### src/rtl/dm_sweep.sv
// Single-port byte-writable memory with a debug read port and a hardware clear sweep.
// The sweep runs after reset and on every clr request; port A is locked out while it runs.
module dm_sweep #(
    parameter int                DATA_W  = 16,
    parameter int                ADDR_W  = 8,
    parameter int                DEPTH   = 256,
    parameter logic [DATA_W-1:0] CLR_VAL = '0
) (
    input  logic                  clk,
    input  logic                  reset,
    input  logic [ADDR_W-1:0]     addr,
    input  logic [DATA_W-1:0]     din,
    input  logic                  we,
    input  logic [DATA_W/8-1:0]   be,
    output logic [DATA_W-1:0]     dout,
    input  logic [ADDR_W-1:0]     readAddr,
    output logic [DATA_W-1:0]     readData,
    input  logic                  clr,
    output logic                  busy,
    output logic                  wr_drop
);

    localparam int PTR_W = (DEPTH > 1) ? $clog2(DEPTH) : 1;
    localparam int BYTES = DATA_W / 8;

    typedef enum logic {
        SWEEP,
        READY
    } state_t;

    state_t             state;
    state_t             state_nxt;
    logic [PTR_W-1:0]   ptr;
    logic [PTR_W-1:0]   ptr_nxt;
    logic [DATA_W-1:0]  mem [DEPTH];
    logic               wr_ok;
    logic               drop;

    // Widened compare so DEPTH == 2**ADDR_W does not overflow the address width.
    function automatic logic in_range(input logic [ADDR_W-1:0] a);
        return {1'b0, a} < (ADDR_W+1)'(DEPTH);
    endfunction

    always_comb begin
        state_nxt = state;
        ptr_nxt   = ptr;
        case (state)
            SWEEP: begin
                if (clr) begin
                    ptr_nxt = '0;
                end else if (ptr == PTR_W'(DEPTH - 1)) begin
                    state_nxt = READY;
                end else begin
                    ptr_nxt = ptr + 1'b1;
                end
            end
            READY: begin
                if (clr) begin
                    state_nxt = SWEEP;
                    ptr_nxt   = '0;
                end
            end
            default: begin
                state_nxt = SWEEP;
                ptr_nxt   = '0;
            end
        endcase
    end

    assign busy  = (state == SWEEP);
    assign drop  = we && ((state == SWEEP) || !in_range(addr) || clr);
    assign wr_ok = we && (state == READY) && in_range(addr) && !clr;

    always_ff @(posedge clk) begin
        if (!reset) begin
            state   <= SWEEP;
            ptr     <= '0;
            wr_drop <= 1'b0;
        end else begin
            state   <= state_nxt;
            ptr     <= ptr_nxt;
            wr_drop <= drop;
        end
    end

    // Array contents are not reset; the sweep is what gives them a defined value.
    always_ff @(posedge clk) begin
        if (reset) begin
            if (state == SWEEP) begin
                mem[ptr] <= CLR_VAL;
            end else if (wr_ok) begin
                for (int i = 0; i < BYTES; i++) begin
                    if (be[i]) begin
                        mem[addr[PTR_W-1:0]][8*i +: 8] <= din[8*i +: 8];
                    end
                end
            end
        end
    end

    assign dout     = ((state == READY) && in_range(addr)) ? mem[addr[PTR_W-1:0]] : '0;
    assign readData = in_range(readAddr) ? mem[readAddr[PTR_W-1:0]] : '0;

endmodule

### config.mk
export PLATFORM = sky130hd
export DESIGN_NAME = dm_sweep
export DESIGN_NICKNAME = d
export VERILOG_FILES = /design/src/rtl/dm_sweep.sv
export SDC_FILE = /design/constraint.sdc
export NUM_CORES = 2
export LEC_CHECK = 0
export BUFFER_PORTS_ARGS = -buffer_cell sky130_fd_sc_hd__buf_2
export CORE_UTILIZATION = 50
export DETAILED_ROUTE_END_ITERATION = 16
export GPL_ROUTABILITY_DRIVEN = 0
export PLACE_DENSITY = 0.66
export SKIP_CTS_REPAIR_TIMING = 1
export SLEW_MARGIN = 20
export SYNTH_ARGS = -nofsm -noshare
export SYNTH_HDL_FRONTEND = slang
export SYNTH_SLANG_ARGS = --single-unit
### constraint.sdc
create_clock -name clk -period 7.6 [get_ports clk]
set_clock_uncertainty 0.1 [all_clocks]
set_input_delay 2.28 -clock clk [delete_from_list [all_inputs] [get_ports clk]]
set_output_delay 2.28 -clock clk [all_outputs]
set_load 0.005 [all_outputs]
==> qor.yml <==
synth-async-reset-ratio_pct: 0
drt_wl_total_um: 693000
grt_overflow_total: 0
worstSetupEndpoint: "dout[2]"
period_minus_slack_ps: 7800
crit_chain: "buf_8 -> nand2_1 -> nand2_1 -> buf_12 -> a221oi_1 -> buf_4 -> nor4_4 -> o311ai_4 -> o32ai_4 -> buf_4 -> buf_2"
core_mm2: 0.380
postRouteAntennaNets: 0
vdd_drop_max_mv: 0.197
worstMarginPinSlew_ps: 1230
status: "finished, violations left"
slew_headroom_pct: 17.6
syn_avg_cell_area_um2: 19.3
drtIter0Drc: 19975
ys_seq_elements: 4106
cellPowerDensity_mw_per_mm2: 217
slowest_delay_ps: 490
setup_slack_ps: -204
die-area_mm2: 0.386
worstPathRequired_ps: 5220
reg2reg_slack_ps: 3180
syn_nets: 9971
layout-drive-gt1-share_pct: 38.5
rsz0062_at_grt: "yes"
num_vias: 120716
drc: 0
final_common_cell: "edfxtp_1"
cts_buffers: 421
place_hpwl_um: 467000
root_buffer: "clkbuf_16"
synth_top_area_share_pct: 64.2
timing_worst_setup_path_type: "in -> out"
dieWidth_um: 621
initial_core_util_pct: 50.4
grt_max_degree: 130
cp_max_fo: 16
cts_max_level: 5
setup_violations: 23
cts_buffer_depth: 4
wire_per_inst_um: 42.1
io_pins: 72
n_fill_cell: 27172
hold_viol: 0
violations: "negative setup slack"
row_count: 226
crit_path_start: "addr[3]"
fin_crit_sh_pct: 103
endpoint_kind: "output port"
cts_tree: "built"
via_per_inst: 7.34
tns_ps: -1620
syn_to_final_growth_pct: 17.4
multiInputGateArea_mm2: 0.0654
die_y_um: 621
drv_slew: 0
layout.nets: 11103
leakage_nw: 61.4
fmax_mhz: 128
grt_pass1_vias: 117916
seqCellArea_mm2: 0.123
mostFrequentLayoutCells: "edfxtp_1 (4096), mux4_2 (1907), buf_4 (1111)"
synthCells: 9932
clk_latency_ps: 1030
synth_seq_area_share_pct: 64.3
port_buffers: 71
ys_warn_count: 0
synth_edf_count: 4096
place_ws_ps: -1470
reg2regPathDepth: 7
cp_data_arrival_time_ps: 5420
min_path_type: "reg -> reg"
firstDrtPassIters: 7
antenna_found_initial: 42
rr_endpoint: "mem[116][13]"
drv_cap: 0
cp_slowest_cell: "o32ai_4"
yosys.area.top_type: "edfxtp_1"
yosys_most_used_dff: "edfxtp_1"
syn_area_mm2: 0.192
cp-start-kind: "input pin"
grt_usage_pct: 34.6
ys_types: 77
grt_pass1_wl_um: 934000
synth_top_cells_by_area: "edfxtp_1 (64%), mux4_2 (22%), mux2i_1 (2.9%)"
reg2reg_from: "state"
cts.clk_slew.worst_paths_ps: 70
clock-sinks: 4106
==> Yosys cell counts, types with 12 or more instances <==
| master | count |
|---|---|
| a21oi_1 | 142 |
| buf_6 | 104 |
| mux4_2 | 1907 |
| or3_1 | 21 |
| nand2_1 | 202 |
| nand4_1 | 31 |
| o21ai_1 | 26 |
| nor3_1 | 99 |
| o32ai_1 | 22 |
| nor4_1 | 40 |
| buf_8 | 12 |
| a211oi_1 | 59 |
| o221ai_1 | 211 |
| a31oi_1 | 25 |
| and2_1 | 33 |
| a22oi_1 | 348 |
| nor2_1 | 586 |
| nor2b_1 | 34 |
| a221oi_1 | 73 |
| buf_2 | 163 |
| buf_4 | 123 |
| a22o_1 | 24 |
| buf_1 | 62 |
| mux2_2 | 36 |
| and3_1 | 14 |
| mux2i_1 | 561 |
| clkbuf_1 | 371 |
| nand3_1 | 114 |
| o22ai_1 | 148 |
| mux2_1 | 12 |
| edfxtp_1 | 4096 |
| o21ai_0 | 88 |
==> metal layers <==
layer | track usage, % | up-vias | share of wire, %
met5 | 0 | - | 0.050
met4 | 23.7 | 41 | 8.7
met3 | 9.18 | 2171 | 14
met2 | 51.4 | 10038 | 44
met1 | 45.0 | 63042 | 33
li1 | - | 45424 | -
==> stage by stage <==
stage / instances / hold WS, ps / utilization (%) / total power, mW / area, um2
after floorplan: 9932 / 450 / - / 26.6 / 192000
after global placement: 15494 / 483 / 54.4 / 27.9 / 207000
after detailed placement: 15497 / 509 / 54.4 / 27.9 / 207000
after CTS: 16273 / 503 / 58.0 / 48.5 / 221000
after global routing: 16435 / 573 / 59.1 / 49.6 / 225000
final: 16453 / 526 / 59.2 / 48.8 / 225000
==> report_power, final <==
part | leakage, nW | internal (mW) | total (mW) | switching, mW
sequential | 28.8 | 24.5 | 24.5 | 0.00579
combinational | 25.9 | 1.31 | 3.29 | 1.98
clock | 6.68 | 11.9 | 21.0 | 9.13
total | 61.4 | 37.7 | 48.8 | 11.1
==> state kept, by name, indices dropped and copies added (netlist names) <==
name	cells
mem	4096
ptr	8
state	1
wr_drop	1
==> worst max-delay path: cells and delay by family <==
family                 cells  cell delay [ps]
AND/OR/NAND/NOR            3             1330
AO/OA/AOI/OAI              3              820
buffers and inverters      5              920
==> cells by family (layout without fill, tap and decap cells) <==
logic type               after synthesis  after routing  synth area share [%]
other                                  0             20                     0
AND/OR/NAND/NOR                     1224           1224                  2.87
flip-flops                          4106           4106                  64.3
multiplexers                        2516           2516                  25.6
buffers and inverters                853           2338                  2.58
XOR/XNOR                               4              4                0.0183
adder cells (fa/ha/maj)                1              1               0.00653
AO/OA/AOI/OAI                       1228           1228                  4.62
==> final cells by class <==
type | count | area share, %
Antenna cell | 20 | 0.0222
Inverter | 7 | 0.0195
Timing Repair Buffer | 1555 | 7.27
Multi-Input combinational cell | 4973 | 29.1
Tap cell | 5016 | 2.79
Clock buffer | 497 | 4.88
Sequential cell | 4106 | 54.8
Clock inverter | 279 | 1.21
==> how the worst min path moves through the flow <==
stage,startpoint,to,slack [ps],depth (start not counted)
after floorplan,ptr[5],ptr[5],450,2
after global placement,ptr[1],ptr[1],480,2
after detailed placement,ptr[7],ptr[7],510,2
after CTS,ptr[6],ptr[7],500,2
after global routing,ptr[5],ptr[5],570,2
final,ptr[6],ptr[7],530,2
Note: power is estimated with default switching activity, not from simulation.
